$ cat src/rtl/fetch_unit.sv
// fetch_unit: RV32I instruction-fetch stage.
// Owns the PC, drives a single-outstanding icache read handshake, buffers
// fetched words in a DEPTH-entry FIFO and slices decode fields off the head.
// Optional macro FETCH_PERF_EN adds stall/flush/discard performance counters.
module fetch_unit #(
    parameter logic [31:0] RESET_PC = 32'h00000060,
    parameter int unsigned DEPTH    = 2
) (
    input  logic        clk,
    input  logic        rst,
    output logic        icache_read,
    output logic [31:0] icache_address,
    input  logic        icache_resp,
    input  logic [31:0] icache_rdata,
    input  logic        redirect,
    input  logic [31:0] redirect_pc,
    input  logic        decode_ready,
    output logic        inst_valid,
    output logic [31:0] inst,
    output logic [31:0] inst_pc,
    output logic [6:0]  opcode,
    output logic [2:0]  funct3,
    output logic [6:0]  funct7
`ifdef FETCH_PERF_EN
    ,
    output logic [31:0] perf_stall_cycles,
    output logic [31:0] perf_flush_count,
    output logic [31:0] perf_discard_count
`endif
);

    localparam int unsigned PTR_W = (DEPTH > 1) ? $clog2(DEPTH) : 1;
    localparam int unsigned CNT_W = PTR_W + 1;
    localparam logic [CNT_W-1:0] DEPTH_C = CNT_W'(DEPTH);
    localparam logic [31:0] NOP = 32'h00000013;

    localparam logic [0:0] ST_FETCH   = 1'b0;
    localparam logic [0:0] ST_DISCARD = 1'b1;

    logic [0:0]       state_q;
    logic [31:0]      pc_q;
    logic [31:0]      discard_addr_q;
    logic [CNT_W-1:0] count_q;
    logic [PTR_W-1:0] rd_ptr_q;
    logic [PTR_W-1:0] wr_ptr_q;
    logic [31:0]      fifo_inst_q [DEPTH];
    logic [31:0]      fifo_pc_q   [DEPTH];

    logic has_space;
    logic push;
    logic pop;
    logic unused_redirect_lsb;

    assign unused_redirect_lsb = ^redirect_pc[1:0];

    // Request and FIFO handshake decode; outputs depend only on registered state
    // (plus rst so nothing is requested in a reset cycle).
    always_comb begin
        has_space      = count_q < DEPTH_C;
        icache_read    = !rst && ((state_q == ST_DISCARD) || has_space);
        icache_address = (state_q == ST_DISCARD) ? discard_addr_q : pc_q;
        inst_valid     = count_q != '0;
        push           = (state_q == ST_FETCH) && icache_read && icache_resp && !redirect;
        pop            = inst_valid && decode_ready && !redirect;
        inst           = inst_valid ? fifo_inst_q[rd_ptr_q] : NOP;
        inst_pc        = fifo_pc_q[rd_ptr_q];
        opcode         = inst[6:0];
        funct3         = inst[14:12];
        funct7         = inst[31:25];
    end

    // PC, state and FIFO bookkeeping; redirect flushes and takes priority.
    always_ff @(posedge clk) begin
        if (rst) begin
            state_q        <= ST_FETCH;
            pc_q           <= RESET_PC;
            discard_addr_q <= RESET_PC;
            count_q        <= '0;
            rd_ptr_q       <= '0;
            wr_ptr_q       <= '0;
        end else if (redirect) begin
            pc_q     <= {redirect_pc[31:2], 2'b00};
            count_q  <= '0;
            rd_ptr_q <= '0;
            wr_ptr_q <= '0;
            if (state_q == ST_FETCH) begin
                // Wrong-path request still in flight: hold its address until resp.
                if (icache_read && !icache_resp) begin
                    state_q        <= ST_DISCARD;
                    discard_addr_q <= pc_q;
                end
            end else if (icache_resp) begin
                state_q <= ST_FETCH;
            end
        end else begin
            if ((state_q == ST_DISCARD) && icache_resp) begin
                state_q <= ST_FETCH;
            end
            if (push) begin
                wr_ptr_q <= wr_ptr_q + PTR_W'(1);
                pc_q     <= pc_q + 32'd4;
            end
            if (pop) begin
                rd_ptr_q <= rd_ptr_q + PTR_W'(1);
            end
            case ({push, pop})
                2'b10:   count_q <= count_q + CNT_W'(1);
                2'b01:   count_q <= count_q - CNT_W'(1);
                default: count_q <= count_q;
            endcase
        end
    end

    // FIFO storage; contents are don't-care while the entry is not counted.
    always_ff @(posedge clk) begin
        if (push) begin
            fifo_inst_q[wr_ptr_q] <= icache_rdata;
            fifo_pc_q[wr_ptr_q]   <= pc_q;
        end
    end

`ifdef FETCH_PERF_EN
    logic drop;
    assign drop = icache_resp && ((state_q == ST_DISCARD) || (icache_read && redirect));

    // Saturating performance counters.
    always_ff @(posedge clk) begin
        if (rst) begin
            perf_stall_cycles  <= '0;
            perf_flush_count   <= '0;
            perf_discard_count <= '0;
        end else begin
            if (!inst_valid && (perf_stall_cycles != '1)) begin
                perf_stall_cycles <= perf_stall_cycles + 32'd1;
            end
            if (redirect && (perf_flush_count != '1)) begin
                perf_flush_count <= perf_flush_count + 32'd1;
            end
            if (drop && (perf_discard_count != '1)) begin
                perf_discard_count <= perf_discard_count + 32'd1;
            end
        end
    end
`endif

endmodule
$ cat config.mk
export PLATFORM = sky130hd
export DESIGN_NAME = fetch_unit
export DESIGN_NICKNAME = d
export VERILOG_FILES = /design/src/rtl/fetch_unit.sv
export SDC_FILE = /design/constraint.sdc
export NUM_CORES = 1
export LEC_CHECK = 0
export ABC_CLOCK_PERIOD_IN_PS = 6200
export CAP_MARGIN = 30
export CORE_UTILIZATION = 35
export DETAILED_ROUTE_END_ITERATION = 8
export PLACE_DENSITY_LB_ADDON = 0.08
export SLEW_MARGIN = 20
export SYNTH_ARGS = -nofsm -noshare
export SYNTH_HDL_FRONTEND = slang
export SYNTH_SLANG_ARGS = --single-unit
export TNS_END_PERCENT = 30
$ cat constraint.sdc
create_clock -name clk -period 6.2 [get_ports clk]
set_input_delay 1.55 -clock clk [delete_from_list [all_inputs] [get_ports clk]]
set_output_delay 1.55 -clock clk [all_outputs]
set_load 0.03 [all_outputs]
==> results of run 1 <==
## worst min path at each step
stage                                    end  slack [ps]          startpoint  cells past startpoint
after floorplan              fifo_pc_q[0][4]         420             pc_q[4]                      0
after global placement    discard_addr_q[25]         440  discard_addr_q[25]                      2
after detailed placement  discard_addr_q[30]         440  discard_addr_q[30]                      2
after CTS                 discard_addr_q[29]         460  discard_addr_q[29]                      2
after global routing      discard_addr_q[26]         480  discard_addr_q[26]                      2
final                     discard_addr_q[29]         460  discard_addr_q[29]                      2
## per-stage QoR
step                utilization [%]  cell area (um^2)  power (uW)  hold WS, ps  setup slack, ps
floorplan                         -              8159        1587        420.2             1056
global placement              44.25             10050        1707        439.3             1966
detailed placement            44.42             10090        1712        445.0             1919
CTS                           46.80             10630        2731        455.8             2072
global route                  46.89             10650        2795        476.2             2041
finish                        46.89             10650        2696        456.0             2079
## state kept, by name (all words and copies together) (netlist names), named ones only
name / cells
fifo_inst_q: 64
fifo_pc_q: 60
discard_addr_q: 30
pc_q: 30
count_q: 2
rd_ptr_q: 1
state_q: 1
wr_ptr_q: 1
## synth_stat cells (all sizes together) (6+ instances only)
cell	n
dfxtp	66
nor4	6
nand3	12
mux2i	33
buf	34
nand4	13
edfxtp	124
a211oi	18
nor2	64
nand2	80
xnor2	12
a21oi	40
xor2	21
mux2	59
nor3	10
clkbuf	25
## critical path, delay by kind of cell
family,cells,cell delay [ps]
compound gates,1,200
buf+inv,2,820
## where the power goes
group | switching (uW) | internal [uW]
Combinational | 138 | 122
Sequential | 39.8 | 1380
Clock | 492 | 522
Total | 670 | 2030
## final cells by class
cell class | instances | area share [%]
Multi-Input combinational cell | 408 | 26.33
Clock buffer | 19 | 4.066
Sequential cell | 190 | 47.43
Clock inverter | 13 | 1.011
Timing Repair Buffer | 188 | 17.67
Inverter | 4 | 0.1410
Tap cell | 285 | 3.349
## logic make-up after synthesis
family,after synthesis,share of synthesized area [%]
other,1,0.04602
DFF,190,61.92
adders and majority gates,2,0.3071
AOI/OAI and AO/OA,67,5.006
buffers and inverters,63,4.054
xor gates and xnor gates,33,3.547
and+or+nand+nor,210,12.91
muxes,92,12.21
## routing by layer
metal,vias up,wire [um]
met5,-,0
met4,0,218
met3,16,783
met2,150,9233
met1,2600,8725
li1,2646,-
==> flow_metrics.py, run 1 <==
metrics = {
    "grt": {
        "grt-ovfl-total": 0,
        "grt_start_max_net_pins": 71,
        "grt_use_met2_pct": 27.73,
        "antenna_found_initial": 0,
        "grt_pass1_wl_um": 29810,
        "met1_usage_pct": 20.96,
        "grt_busiest_layer": "met2",
        "first_global_vias": 5423,
        "use_met3_pct": 3.867,
        "grtUsageTotal_pct": 16.42,
    },
    "critical_path": {
        "critPathKind": "in -> out",
        "crit_path_start_kind": "primary input",
        "crit_path_cell_trace": "buf_2, a21oi_1, clkdlybuf4s50_1",
        "arrival_ps": 2570,
        "required_ps": 4650,
        "cpMaxStageDelayCell": "clkdlybuf4s50_1",
        "reg2reg_depth": 5,
        "critPathCaptureType": "output port",
        "cp_max_fo": 2,
        "endpoint": "icache_read",
        "cpPeakStageDelay_ps": 720,
        "crit_start": "rst",
        "worst_r2r_endpoint": "fifo_inst_q[0][21]",
        "rrSetupSlack_ps": 3610,
        "reg2reg_from": "state_q",
    },
    "pwr": {
        "leakage_uw": 0.003457,
        "vdd_drop_max_uv": 169.6,
        "p_per_area_nw_per_um2": 253.2,
    },
    "route": {
        "dr_total_vias": 5412,
        "drt_iter0_markers": 251,
        "drc": 0,
        "ant_nets": 0,
        "wl_um": 18960,
        "routed_via_density": 4.889,
        "drt-wirelength-per-cell_um": 17.13,
        "drt_first_pass_iters": 4,
    },
    "timing": {
        "fmax_mhz": 242.6,
        "finClkSkew_ps": 9.946,
        "rsz0062_at_grt": "no",
        "hold_violations": 0,
        "post-route-min-period_ps": 4121,
        "slew_headroom_pct": 38.07,
        "finalCritPeriodShare_pct": 66.48,
        "maxSlewViolCount": 0,
        "finalSetupViolations": 0,
        "tightestPinTransition_ps": 926.8,
        "setup_tns_ps": 0,
    },
    "floorplanning": {
        "die_width_um": 154.6,
        "die_h_um": 154.6,
        "io_pins": 184,
        "num_rows": 55,
        "start_util_pct": 35.88,
        "core_area_um2": 22710,
        "die_area_um2": 23890,
    },
    "logic_synthesis": {
        "synth_warnings": 0,
        "yosys.area.top_type_share_pct": 45.70,
        "synth_flop_cell": "edfxtp_1",
        "synth_area_leaders": "edfxtp_1 (46%), dfxtp_1 (16%), mux2_2 (8.2%), mux2i_1 (4.1%), nand2_1 (3.6%)",
        "ys_types": 46,
        "ys_seq_area_share_pct": 61.92,
        "async_flop_share_pct": 0,
        "synthesis.area_um2": 8148,
        "synth_cells": 658,
        "synth-seq-cells": 190,
        "synth-edff-count": 124,
        "yosys.area.top_type": "edfxtp_1",
        "syn_area_per_cell_um2": 12.38,
    },
    "clock_network": {
        "cts_tree": "done",
        "post-cts-setup-buffer-count": 0,
        "clock_sinks": 190,
        "ctsHtreeMaxLevel": 4,
        "clkTransAtPathRegs_ps": 70,
        "clockRootBuffer": "clkbuf_16",
        "cts_made_buffers": 17,
        "postCtsHoldBufs": 0,
        "cts_resized": 0,
        "clock_path_buffers": 2,
        "clk_latency_ps": 430,
    },
    "finish": {
        "regArea_um2": 5050,
        "fillers": 2108,
        "layout_commonest_cell": "clkdlybuf4s50_1",
        "antennaDiodeCount": 0,
        "area_delta_synth_final_pct": 30.68,
        "layout.cells.non_filler": 1107,
        "layout_common_cells": "clkdlybuf4s50_1 (176), edfxtp_1 (124), nand2_1 (77)",
        "multiInputGateArea_um2": 2804,
        "final_nets": 880,
        "final_layout_size_suffix_gt1_share_pct": 15.21,
    },
    "placement": {
        "dp_cells": 1074,
        "gp_congestion": 0.7246,
        "hpwlAfterDp_um": 12350,
        "io_buffers": 177,
    },
    "run_status": {
        "status": "complete, no violations",
    },
    "flow_run": {
        "cap_viol_max_count": 0,
    },
    "hold_path": {
        "hp-class": "reg -> reg",
    },
}
Power figures use the tool's default switching activity.
==> run 2, diff against run 1 <==
--- a/config.mk
+++ b/config.mk
@@ -5,7 +5,7 @@
 export SDC_FILE = /design/constraint.sdc
 export NUM_CORES = 1
 export LEC_CHECK = 0
-export ABC_CLOCK_PERIOD_IN_PS = 6200
+export ABC_CLOCK_PERIOD_IN_PS = 4300
 export CAP_MARGIN = 30
 export CORE_UTILIZATION = 35
 export DETAILED_ROUTE_END_ITERATION = 8
==> constraint.sdc (replaced) <==
create_clock -name clk -period 4.3 [get_ports clk]
set_input_delay 1.075 -clock clk [delete_from_list [all_inputs] [get_ports clk]]
set_output_delay 1.075 -clock clk [all_outputs]
set_load 0.03 [all_outputs]
==> flow_metrics.py, run 2 (synthesis gave the netlist of run 1 again) <==
metrics = {
    "floorplanning": {
        "num_rows": 55,
        "start_util_pct": 35.88,
        "die_h_um": 154.6,
        "die_area_um2": 23890,
        "io_pins": 184,
        "core_area_um2": 22710,
        "die_width_um": 154.6,
    },
    "critical_path": {
        "reg2reg_from": "state_q",
        "rrSetupSlack_ps": 2010,
        "endpoint": "icache_read",
        "crit_start": "state_q",
        "reg2reg_depth": 7,
        "cpPeakStageDelay_ps": 970,
        "critPathKind": "reg -> out",
        "critPathCaptureType": "output port",
        "required_ps": 3220,
        "cp_max_fo": 37,
        "arrival_ps": 2490,
        "cpMaxStageDelayCell": "dfxtp_2",
        "crit_path_cell_trace": "inv_1, a21oi_1, clkdlybuf4s50_1",
        "worst_r2r_endpoint": "count_q[1]",
        "crit_path_start_kind": "flop",
    },
    "timing": {
        "maxSlewViolCount": 0,
        "finClkSkew_ps": 13.22,
        "post-route-min-period_ps": 3566,
        "hold_violations": 0,
        "setup_ws_ps": 734.2,
        "rsz0062_at_grt": "no",
        "holdWs_ps": 453.0,
        "tightestPinTransition_ps": 966.7,
        "setup_tns_ps": 0,
        "slew_headroom_pct": 35.56,
        "finalSetupViolations": 0,
        "fmax_mhz": 280.4,
        "finalCritPeriodShare_pct": 82.93,
    },
    "finish": {
        "final_nets": 881,
        "final_layout_size_suffix_gt1_share_pct": 15.55,
        "fillers": 2073,
        "layout.cells.non_filler": 1108,
        "top_register": "fifo_inst_q",
        "antennaDiodeCount": 0,
        "layout_commonest_cell": "clkdlybuf4s50_1",
        "area_delta_synth_final_pct": 31.05,
        "top_regs": "fifo_inst_q x64, fifo_pc_q x60",
        "layout_common_cells": "clkdlybuf4s50_1 (176), edfxtp_1 (124), nand2_1 (78)",
        "largest_reg_flops": 64,
    },
    "pwr": {
        "p_seq_share_pct": 52.3,
        "leakage_uw": 0.003491,
        "internal_power_uw": 2946,
        "p_switching_uw": 980.5,
        "clkPwrFrac_pct": 38.3,
        "power.share.combinational_pct": 9.4,
        "switching_share_pct": 24.97,
        "vdd_drop_max_uv": 241.3,
        "p_per_area_nw_per_um2": 367.7,
    },
    "flow_run": {
        "cap_viol_max_count": 0,
    },
    "placement": {
        "pre_cts_ws_ps": 1107,
        "dp_cells": 1076,
        "io_buffers": 177,
        "hpwlAfterDp_um": 12240,
        "gp_congestion": 0.7241,
    },
    "route": {
        "wl_um": 18840,
        "ant_nets": 0,
        "routed_via_density": 4.871,
        "dr_total_vias": 5397,
        "drc": 0,
        "drt_first_pass_iters": 4,
        "drt-wirelength-per-cell_um": 17.01,
        "drt_iter0_markers": 217,
    },
    "clock_network": {
        "ctsHtreeMaxLevel": 4,
        "cts_resized": 0,
        "clk_latency_ps": 430,
        "cts_made_buffers": 17,
        "clkTransAtPathRegs_ps": 70,
        "clockRootBuffer": "clkbuf_16",
        "clock_path_buffers": 2,
        "postCtsHoldBufs": 0,
        "cts_tree": "done",
        "clock_sinks": 190,
        "post-cts-setup-buffer-count": 0,
    },
    "grt": {
        "first_global_vias": 5494,
        "grt_start_max_net_pins": 70,
        "grtUsageTotal_pct": 15.98,
        "grt_pass1_wl_um": 29370,
        "antenna_found_initial": 0,
        "grt-ovfl-total": 0,
    },
    "run_status": {
        "status": "complete, no violations",
    },
    "hold_path": {
        "min_path_cells": 2,
        "hp-class": "reg -> reg",
    },
}
run 2: cell types whose count changed in the layout (fill, tap and decap cells not counted), moves of 2 or more:
cell / before / now
clkbuf_1: 2 / 0
buf_12: 1 / 3
clkinv_2: 0 / 2
clkinvlp_4: 7 / 2
inv_6: 2 / 6
run 2: critical path: cells and delay by family (launching register included):
kind	cells	cell delay, ps
compound gates	1	230
buf+inv	2	860
flops	1	970
run 2: power by group through the flow:
stage               clock, uW  sequential, uW  combinational (uW)
floorplan                   0            2070                 219
global placement            0            2090                 369
detailed placement          0            2090                 372
CTS                      1550            2050                 375
global route             1620            2060                 396
finish                   1500            2050                 370
run 2: per-layer routing:
metal | part of all wire [%] | vias to the layer above | wire length, um | global-route usage (%)
met5 | 0 | - | 0 | 0
met4 | 1.0 | 0 | 197 | 4.290
met3 | 5.2 | 15 | 983 | 3.755
met2 | 48 | 143 | 9040 | 27.02
met1 | 46 | 2595 | 8620 | 20.46
li1 | - | 2644 | - | -
run 2: final cells by class:
cell class | count | area (um^2) | area share [%]
Sequential cell | 190 | 5050 | 47.29
Multi-Input combinational cell | 408 | 2805 | 26.27
Timing Repair Buffer | 189 | 1894 | 17.74
Clock buffer | 18 | 439.2 | 4.113
Tap cell | 285 | 356.6 | 3.340
Clock inverter | 14 | 117.6 | 1.101
Inverter | 4 | 15.01 | 0.1406
run 2: metrics by stage:
| step | area, um^2 | utilization, % | total power, uW |
|---|---|---|---|
| after floorplan | 8162 | - | 2287 |
| after global placement | 10120 | 44.57 | 2461 |
| after detailed placement | 10120 | 44.57 | 2467 |
| after CTS | 10680 | 47.02 | 3977 |
| after global routing | 10680 | 47.02 | 4072 |
| final | 10680 | 47.02 | 3926 |
run 2: worst min path at each step:
stage	startpoint	end	slack (ps)
2_1_floorplan	pc_q[4]	fifo_pc_q[0][4]	420
3_3_place_gp	discard_addr_q[10]	discard_addr_q[10]	440
3_5_place_dp	discard_addr_q[2]	discard_addr_q[2]	440
4_1_cts	discard_addr_q[2]	discard_addr_q[2]	450
5_1_grt	discard_addr_q[22]	discard_addr_q[22]	470
6_report	discard_addr_q[23]	discard_addr_q[23]	450
==> run 3, diff against run 2 <==
--- a/config.mk
+++ b/config.mk
@@ -5,7 +5,7 @@
 export SDC_FILE = /design/constraint.sdc
 export NUM_CORES = 1
 export LEC_CHECK = 0
-export ABC_CLOCK_PERIOD_IN_PS = 4300
+export ABC_CLOCK_PERIOD_IN_PS = 3610
 export CAP_MARGIN = 30
 export CORE_UTILIZATION = 35
 export DETAILED_ROUTE_END_ITERATION = 8
==> constraint.sdc (replaced) <==
create_clock -name clk -period 3.61 [get_ports clk]
set_input_delay 0.9025 -clock clk [delete_from_list [all_inputs] [get_ports clk]]
set_output_delay 0.9025 -clock clk [all_outputs]
set_load 0.03 [all_outputs]
==> flow_metrics.py, run 3 (synthesis gave the netlist of run 1 again) <==
metrics = {
    "finish": {
        "largest_reg_flops": 64,
        "area_delta_synth_final_pct": 31.88,
        "layout_common_cells": "clkdlybuf4s50_1 (176), edfxtp_1 (124), nand2_1 (78)",
        "top_register": "fifo_inst_q",
        "top_regs": "fifo_inst_q x64, fifo_pc_q x60",
        "layout_commonest_cell": "clkdlybuf4s50_1",
        "final_core_util_pct": 47.32,
        "final_nets": 889,
        "antennaDiodeCount": 0,
        "final_layout_size_suffix_gt1_share_pct": 16.13,
    },
    "floorplanning": {
        "start_util_pct": 35.88,
        "die_area_um2": 23890,
        "num_rows": 55,
        "die_h_um": 154.6,
        "die_width_um": 154.6,
        "io_pins": 184,
        "core_area_um2": 22710,
    },
    "pwr": {
        "finalPower_uw": 4655,
        "leakage_uw": 0.003520,
        "p_per_area_nw_per_um2": 433.2,
        "vdd_drop_max_uv": 275.6,
    },
    "timing": {
        "finClkSkew_ps": 16.39,
        "tightestPinTransition_ps": 779.3,
        "finalSetupViolations": 0,
        "maxSlewViolCount": 0,
        "holdWs_ps": 453.6,
        "post-route-min-period_ps": 3186,
        "finalCritPeriodShare_pct": 88.26,
        "hold_violations": 0,
        "rsz0062_at_grt": "no",
        "slew_headroom_pct": 47.97,
        "fmax_mhz": 313.8,
        "setup_tns_ps": 0,
    },
    "route": {
        "routed_via_density": 4.865,
        "drc": 0,
        "ant_nets": 0,
        "drt_first_pass_iters": 4,
        "drt_iter0_markers": 205,
        "drt-wirelength-per-cell_um": 16.99,
        "dr_total_vias": 5429,
        "wl_um": 18960,
    },
    "grt": {
        "first_global_vias": 5434,
        "grt_start_max_net_pins": 63,
        "antenna_found_initial": 0,
        "grtUsageTotal_pct": 16.43,
        "grt_pass1_wl_um": 29900,
        "grt-ovfl-total": 0,
    },
    "clock_network": {
        "cts_tree": "done",
        "cts_resized": 0,
        "ctsHtreeMaxLevel": 4,
        "post-cts-setup-buffer-count": 0,
        "postCtsHoldBufs": 0,
        "clockRootBuffer": "clkbuf_16",
        "clock_sinks": 190,
        "cts_made_buffers": 17,
        "clock_path_buffers": 2,
        "clk_latency_ps": 430,
        "clkTransAtPathRegs_ps": 70,
    },
    "flow_run": {
        "cap_viol_max_count": 0,
    },
    "critical_path": {
        "arrival_ps": 2280,
        "cp_max_fo": 23,
        "crit_path_start_kind": "flop",
        "critPathKind": "reg -> out",
        "required_ps": 2710,
        "critPathCaptureType": "output port",
    },
    "run_status": {
        "status": "complete, no violations",
    },
    "placement": {
        "hpwlAfterDp_um": 12530,
        "gp_congestion": 0.7575,
        "io_buffers": 177,
    },
    "hold_path": {
        "hp-class": "reg -> reg",
    },
}
## run 3: report_power, final
group	internal, uW	switching (uW)
clock network	920	842
logic	214	242
registers	2370	63.2
## run 3: critical path, cell delays in order (launching register included)
cell             delay, ps
dfxtp_4                610
buf_4                  280
mux2_2                 360
clkdlybuf4s50_1        590
## run 3: stage by stage
| stage | setup WS (ps) | area [um^2] | instances |
|---|---|---|---|
| floorplan | 148.9 | 8162 | 661 |
| global placement | 622.3 | 10170 | 1083 |
| detailed placement | 595.4 | 10170 | 1083 |
| CTS | 217.6 | 10730 | 1115 |
| global route | 306.6 | 10750 | 1116 |
| finish | 423.7 | 10750 | 1116 |
## run 3: layout make-up
class / count / area, um^2
Fill cell: 2062 / 11960
Sequential cell: 190 / 5050
Multi-Input combinational cell: 408 / 2805
Timing Repair Buffer: 197 / 1967
Clock buffer: 20 / 446.7
Tap cell: 285 / 356.6
Clock inverter: 12 / 105.1
Inverter: 4 / 15.01
## run 3: worst paths after layout
kind | cells after the start | end | from | slack, ps
hold / removal | 2 | discard_addr_q[20] | discard_addr_q[20] | 450
setup / recovery | 3 | inst_pc[15] | flop | 420
hold reg to reg | 2 | discard_addr_q[20] | discard_addr_q[20] | 450
setup reg to reg | 5 | fifo_pc_q[0][18] | state_q | 1460
## run 3: layer usage
metal,track usage [%],up-vias,share of wire (%)
met5,0,-,0
met4,4.385,0,0.65
met3,3.979,7,5.0
met2,27.49,162,48
met1,21.23,2604,46
li1,-,2656,-
